<file path="config.mk">
export PLATFORM = sky130hd
export DESIGN_NAME = uart_rx_flat
export DESIGN_NICKNAME = d
export VERILOG_FILES = /design/src/rtl/uart_rx_if.sv /design/src/rtl/uart_rx.sv /design/src/flat_wrapper.sv
export SDC_FILE = /design/constraint.sdc
export NUM_CORES = 1
export LEC_CHECK = 0
export ABC_CLOCK_PERIOD_IN_PS = 4200
export BUFFER_PORTS_ARGS = -buffer_cell sky130_fd_sc_hd__buf_2
export CAP_MARGIN = 10
export CORE_MARGIN = 2
export CORE_UTILIZATION = 35
export DETAILED_ROUTE_END_ITERATION = 8
export GPL_TIMING_DRIVEN = 0
export SETUP_SLACK_MARGIN = 0.1
export SLEW_MARGIN = 20
export SYNTH_ARGS = -nofsm -noshare
export SYNTH_HDL_FRONTEND = slang
export SYNTH_SLANG_ARGS = --single-unit
</file>
<file path="constraint.sdc">
create_clock -name clk -period 4.2 [get_ports clk]
set_input_delay 0.84 -clock clk [delete_from_list [all_inputs] [get_ports clk]]
set_output_delay 0.84 -clock clk [all_outputs]
set_load 0.02 [all_outputs]
</file>
<file path="src/rtl/uart_rx_if.sv">
// Serial receive bundle: the line into the receiver and the byte/status
// results coming back out of it.
interface uart_rx_if;
  logic       rx;
  logic       rx_busy;
  logic       rx_end;
  logic [7:0] rx_data;
  logic       rx_ferr;

  modport master (
    output rx,
    input  rx_busy,
    input  rx_end,
    input  rx_data,
    input  rx_ferr
  );

  modport slave (
    input  rx,
    output rx_busy,
    output rx_end,
    output rx_data,
    output rx_ferr
  );
endinterface

</file>
<file path="src/rtl/uart_rx.sv">
// 8N1 UART receiver: samples each bit at its centre using a DIV_RATE-cycle bit
// timer, and reports good frames (rx_end) or framing errors (rx_ferr).
module uart_rx #(
  parameter int unsigned DIV_RATE = 434
) (
  input  logic      clk,
  input  logic      reset,
  uart_rx_if.slave  bus
);

  typedef enum logic [2:0] {
    IDLE,
    START,
    DATA,
    STOP,
    WAIT_HIGH
  } state_e;

  localparam logic [15:0] HALF_BIT = 16'(DIV_RATE / 2 - 1);
  localparam logic [15:0] FULL_BIT = 16'(DIV_RATE - 1);

  logic       sync1_q, sync1_d;
  logic       sync2_q, sync2_d;
  state_e     state_q, state_d;
  logic [15:0] timer_q, timer_d;
  logic [2:0] bit_cnt_q, bit_cnt_d;
  logic [7:0] shift_q, shift_d;
  logic [7:0] data_q, data_d;
  logic       end_q, end_d;
  logic       ferr_q, ferr_d;
  logic       busy_q, busy_d;

  logic rx_s;
  logic full_hit;

  assign rx_s     = sync2_q;
  assign full_hit = (timer_q == FULL_BIT);

  // NOTE: every signal written here gets a default first, so no path through
  // the case statement can leave one unassigned and infer a latch.
  always_comb begin
    sync1_d   = bus.rx;
    sync2_d   = sync1_q;
    state_d   = state_q;
    timer_d   = timer_q;
    bit_cnt_d = bit_cnt_q;
    shift_d   = shift_q;
    data_d    = data_q;
    end_d     = 1'b0;
    ferr_d    = 1'b0;

    unique case (state_q)
      IDLE: begin
        if (!rx_s) begin
          state_d = START;
          timer_d = '0;
        end
      end

      // A low level still present at half a bit time is a real start bit;
      // anything shorter is a glitch and is dropped silently.
      START: begin
        if (timer_q == HALF_BIT) begin
          if (!rx_s) begin
            state_d   = DATA;
            timer_d   = '0;
            bit_cnt_d = '0;
          end else begin
            state_d = IDLE;
          end
        end else begin
          timer_d = timer_q + 16'd1;
        end
      end

      DATA: begin
        if (full_hit) begin
          shift_d   = {rx_s, shift_q[7:1]};
          timer_d   = '0;
          bit_cnt_d = bit_cnt_q + 3'd1;
          if (bit_cnt_q == 3'd7) begin
            state_d = STOP;
          end
        end else begin
          timer_d = timer_q + 16'd1;
        end
      end

      STOP: begin
        if (full_hit) begin
          timer_d = '0;
          if (rx_s) begin
            data_d  = shift_q;
            end_d   = 1'b1;
            state_d = IDLE;
          end else begin
            ferr_d  = 1'b1;
            state_d = WAIT_HIGH;
          end
        end else begin
          timer_d = timer_q + 16'd1;
        end
      end

      // A break keeps the line low; wait for it to rise so it yields one error.
      WAIT_HIGH: begin
        if (rx_s) begin
          state_d = IDLE;
        end
      end

      default: begin
        state_d = IDLE;
      end
    endcase

    busy_d = (state_d != IDLE);
  end

  // NOTE: sequential state uses non-blocking assignments so every flop samples
  // the pre-edge value of the others, independent of statement order.
  always_ff @(posedge clk) begin
    if (reset) begin
      sync1_q   <= 1'b1;
      sync2_q   <= 1'b1;
      state_q   <= IDLE;
      timer_q   <= '0;
      bit_cnt_q <= '0;
      shift_q   <= '0;
      data_q    <= '0;
      end_q     <= 1'b0;
      ferr_q    <= 1'b0;
      busy_q    <= 1'b0;
    end else begin
      sync1_q   <= sync1_d;
      sync2_q   <= sync2_d;
      state_q   <= state_d;
      timer_q   <= timer_d;
      bit_cnt_q <= bit_cnt_d;
      shift_q   <= shift_d;
      data_q    <= data_d;
      end_q     <= end_d;
      ferr_q    <= ferr_d;
      busy_q    <= busy_d;
    end
  end

  assign bus.rx_busy = busy_q;
  assign bus.rx_end  = end_q;
  assign bus.rx_data = data_q;
  assign bus.rx_ferr = ferr_q;

  a_end_ferr_exclusive: assert property (@(posedge clk) disable iff (reset)
    !(end_q && ferr_q));

  a_end_not_busy: assert property (@(posedge clk) disable iff (reset)
    end_q |-> !busy_q);

endmodule

</file>
<file path="src/flat_wrapper.sv">
// flat-port wrapper written by rule: the top's interface ports become plain ports
module uart_rx_flat 
#(
  parameter int unsigned DIV_RATE = 434
)
  (clk, reset, bus_rx, bus_rx_busy, bus_rx_end, bus_rx_data, bus_rx_ferr);
  uart_rx_if bus_i ();
  input  logic clk;
  input  logic reset;
  input wire logic [$bits(bus_i.rx)-1:0] bus_rx;
  output wire logic [$bits(bus_i.rx_busy)-1:0] bus_rx_busy;
  output wire logic [$bits(bus_i.rx_end)-1:0] bus_rx_end;
  output wire logic [$bits(bus_i.rx_data)-1:0] bus_rx_data;
  output wire logic [$bits(bus_i.rx_ferr)-1:0] bus_rx_ferr;
  assign bus_i.rx = bus_rx;
  assign bus_rx_busy = bus_i.rx_busy;
  assign bus_rx_end = bus_i.rx_end;
  assign bus_rx_data = bus_i.rx_data;
  assign bus_rx_ferr = bus_i.rx_ferr;
  uart_rx #(.DIV_RATE(DIV_RATE)) u_core (.clk(clk), .reset(reset), .bus(bus_i));
endmodule
</file>
; ---- Yosys cells after proc, flatten, opt, wreduce, memory -nomap -nowiden
; Cells that the tools add are included.
[totals]
out_inout_bits = 11
regBits = 43
in_bits = 3
elab_cells = 52
[classes]
addsub = 2
eq_ne = 10
n_reduce_logical = 9
bitwise_logic = 2
muxes = 19
[op_table]
columns = operator, n
row1 = $mux 16, 3
row2 = $pmux 16 s3, 1
row3 = $mux 3, 10
row4 = $add 16x1->16 const B, 1
row5 = $eq 16x8->1 const B, 1
row6 = $eq 16x9->1 const B, 1
row7 = $pmux 3 s5, 1
row8 = $eq 3x2->1 const B, 2
row9 = $eq 3x3->1 const B, 2
row10 = $pmux 3 s2, 1
row11 = $reduce_bool 3->1, 2
row12 = $ne 2x1->1 const B, 2
row13 = $reduce_and 4->1, 1
row14 = $add 3x1->3 const B, 1
row15 = $eq 3x1->1 const B, 1
row16 = $logic_not 3->1, 1
row17 = $reduce_and 3->1, 1
row18 = $reduce_or 3->1, 1
row19 = $mux 1, 2
row20 = $mux 2, 1
row21 = $ne 2x2->1 const B, 1
row22 = $not 1->1, 2
row23 = $reduce_and 2->1, 1
row24 = $reduce_bool 2->1, 1
row25 = $reduce_or 2->1, 1

; ---- Logic depth before layout (Yosys ltp)
[depth]
word_depth = 5
mapped_depth = 8
mapped_depth_nobuf = 7

; ---- Least setup slack after synthesis
; No wires, ideal clock.
[synth_path]
path_kind = register to register
startpoint = reg u_core.timer_q[0]
endpoint = reg u_core.timer_q[8]
t_arrival_ns = 1.788
n_path_buf = 0
t_required_ns = 4.126
path_stages_with_launch = 8
synth_period_minus_slack_ns = 1.863
path_slack_ns = 2.337
setup_ns = 0.074
cell_sequence = dfxtp_1 inv_1 ha_1 nor4b_1 a41oi_2 or2_1 or4b_1 a31oi_1
[synth_via]
elab_chain_cells = 3
elab_cells_between_ends = 6
cone_classes = 1 x add/sub / 2 x eq/ne / 3 x mux
[synth_rtl]
columns = item, line
row1 = start: declaration, uart_rx.sv:25  ; logic [15:0] timer_q, timer_d;
row2 = start signal: assignment, uart_rx.sv:138  ; timer_q <= timer_d;
row3 = "$add 16x1->16, or another cell as far along", "uart_rx.sv:72, uart_rx.sv:85, uart_rx.sv:101"
row4 = "$mux 16, on equally long branches", "uart_rx.sv:77, uart_rx.sv:90, uart_rx.sv:63"
row5 = $pmux 16 s3 *, uart_rx.sv:52  ; unique case (state_q)
; Mark *: on every way between the ends. The rest lies on a longest branch, timed or not.
; A chain may end at the register's enable or synchronous reset.

; ---- Final worst setup path
[layout_path]
startpoint = reg u_core.timer_q[8]
endpoint = reg u_core.timer_q[15]
; The elaborated chain is that of the path after synthesis.

==> results.yml <==
critical_path:
  slowest_delay_ns: 0.52
  critical-path-top-delay-family: "simple AND/OR/NAND/NOR gates"
  cp_cell_sequence: "clkbuf_1 > nand4_1 > nor4_2 > nand3_1 > or4_1 > o211ai_2"
  crit_path_top_delay_cell: "or4_1"
  crit_required_ns: 4.43
  start_kind: "flip-flop"
  crit_arrival_ns: 2.33
  crit_fanout: 10
  worst-path-buf-inv: 1
  cp-end-kind: "flip-flop"
  critical_path_class: "reg -> reg"
route:
  antenna_left: 0
  routed_wl_um: 4630
  drc: 0
  wl_met1_um: 2360
  routed-wl-met2_um: 2070
  wl_met3_um: 111
  via_per_inst: 5.23
  dr.first_iter.drc_count: 111
  via_count: 1842
  topRoutingLayerUsed: "met4"
  detailedRoute.firstPassIterationCount: 4
  post_drt_wl_per_cell_um: 13.1
synth:
  synth_nets: 262
  synthXorXnorAreaFrac_pct: 0.784
  ys_types: 57
  synthCells: 254
  synth_ff_type: "dfxtp_1"
  avgSynthCellArea_sq_um: 8.79
  yosys.area_share.simple_pct: 32.6
  synth_top_family_by_area: "simple AND/OR/NAND/NOR gates"
  synth_seq_area_share_pct: 38.5
  ys_warn_count: 0
  ys_ff_latch: 43
  yosys-mux-area-fraction_pct: 4.48
  syn_area_sq_um: 2230
  synthAdderAreaFrac_pct: 2.80
  synth_compound_area_share_pct: 15.0
  synthArstFlopShare_pct: 0
  synth_edf_count: 0
sta:
  layout_worst_path_cycle_share_pct: 49.9
  tns_ns: 0
  setup_viol: 0
  max_freq_ghz: 0.477
  tightestPinTransition_ns: 0.481
  min_period_ns: 2.10
  maxSlewHeadroom_pct: 67.7
  slew_violations: 0
  hold_viol: 0
  grt_setup_unrepaired: "no"
  finClkSkew_ns: 0.00978
cts:
  hold_buffers: 0
  htreeDepth: 2
  clkTransAtPathRegs_ns: 0.09
  postCtsSetupBuffers: 0
  cts_resized: 0
  cts_tree: "yes"
  numCtsBuffers: 5
  cts_sinks: 43
  cts_buffer_depth: 2
  clockRootBuffer: "clkbuf_8"
  clk_latency_ns: 0.30
die:
  initial_core_util_pct: 35.6
  dieArea_sq_um: 7040
  coreArea_sq_um: 6280
  fp-row-count: 29
  die_h_um: 83.9
  io-pin-count: 14
  die_w_um: 83.9
layout:
  n_antenna_cell: 0
  layout-drive-gt1-share_pct: 18.9
  fill_cells: 640
  syn2layout_area_growth_pct: 11.4
  postLayoutCoreUtil_pct: 39.6
  final_nets: 282
grt:
  grt_max_degree: 16
  grt_overflow: 0
  grt_pass1_wl_um: 8020
  antenna_found_initial: 0
  grt_usage_pct: 13.9
  first_global_vias: 1742
placement:
  place_congestion: 0.801
  dp_hpwl_um: 3350
  port_buffers: 13
power_and_ir_drop:
  p_total_uw: 727
  power.static_leakage_uw: 0.000934
  power.density_nw_per_um2: 292
  ir_drop_uv: 191
worst_hold_path:
  hold_path.class: "reg -> reg"
outcome:
  outcome: "finished, final reports clean"
flow_run:
  cap_violations: 0
[cell usage after synthesis, drive strengths merged (6+ instances only)]
| cell type | instances | area share [%] |
|---|---|---|
| nand2 | 33 | 5.5 |
| dfxtp | 43 | 39 |
| nand3 | 15 | 3.4 |
| buf | 10 | 3.3 |
| clkbuf | 6 | 1.0 |
| nand4 | 7 | 2.6 |
| a21oi | 16 | 3.9 |
| mux2i | 10 | 4.5 |
| nor3 | 6 | 1.6 |
| nor4 | 6 | 3.2 |
| nand2b | 6 | 1.7 |
| inv | 9 | 1.5 |
| nor2 | 12 | 2.0 |
| o21ai | 11 | 2.8 |
[final timing paths]
kind | start | cells past startpoint | slack, ns | to
setup / recovery | u_core.timer_q[8] | 6 | 2.10 | u_core.timer_q[15]
hold / removal | u_core.sync1_q | 1 | 0.42 | u_core.rx_s
setup reg to reg | u_core.timer_q[8] | 6 | 2.10 | u_core.timer_q[15]
hold reg to reg | u_core.sync1_q | 1 | 0.42 | u_core.rx_s
[logic make-up (layout without fill, tap and decap cells)]
family | Yosys count | after routing
DFF | 43 | 43
muxes | 10 | 10
xor gates and xnor gates | 2 | 2
adders and majority gates | 5 | 5
buffers and inverters | 25 | 46
AOI/OAI and AO/OA | 47 | 47
and+or+nand+nor | 122 | 122
[registers in the layout, indices dropped and copies added (netlist names), 3 cells and up]
signal,flops
u_core.shift_q,8
u_core.state_q,3
u_core.timer_q,16
u_core.bit_cnt_q,3
u_core.bus.rx_data,8
[layout make-up]
class | count | area, sq um | share of cell area [%]
buffer | 16 | 96.3 | 3.87
clock buffer | 5 | 68.8 | 2.77
clock inverter | 3 | 23.8 | 0.956
inverter | 9 | 33.8 | 1.36
multi-input combinational | 186 | 1240 | 49.9
sequential | 43 | 861 | 34.6
tap | 77 | 96.3 | 3.87
timing repair buffer | 13 | 65.1 | 2.62
[routing by layer]
layer  vias up  GRT usage [%]
met5         -              0
met4         0           5.72
met3         7           1.88
met2        30           22.6
met1       853           18.5
li1        952              -
[cells in the final DEF, fill, tap and decap left out, drive strengths merged, types with 2 or more instances in the layout]
master    netlist  layout
dfxtp          43      43
nand2          33      33
buf            10      23
a21oi          16      16
nand3          15      15
nor2           12      12
o21ai          11      11
clkbuf          6      11
mux2i          10      10
inv             9      10
nand4           7       7
nand2b          6       6
nor3            6       6
nor4            6       6
and3            5       5
ha              5       5
or2             5       5
and2            4       4
or3             4       4
or4             4       4
nor3b           3       3
nand4b          3       3
a21o            3       3
o211ai          3       3
a41oi           2       2
nand3b          2       2
o21bai          2       2
a31oi           2       2
xor2            2       2
clkinvlp        0       2
[report_power, final]
| part | switching, uW | internal [uW] | leakage [uW] |
|---|---|---|---|
| sequential | 1.87 | 410 | 0.000347 |
| clock | 155 | 119 | 0.0000408 |
| combinational | 24.8 | 15.8 | 0.000546 |
| total | 182 | 545 | 0.000934 |
[per-stage QoR]
| step | instance area [sq um] | setup slack, ns | cells | hold WS [ns] |
|---|---|---|---|---|
| floorplan | 2230 | 2.34 | 254 | 0.389 |
| global placement | 2390 | 2.12 | 344 | 0.394 |
| detailed placement | 2390 | 2.12 | 344 | 0.399 |
| CTS | 2490 | 2.14 | 352 | 0.429 |
| global route | 2490 | 1.90 | 352 | 0.443 |
| finish | 2490 | 2.10 | 352 | 0.420 |
(Power assumes the default switching activity.)
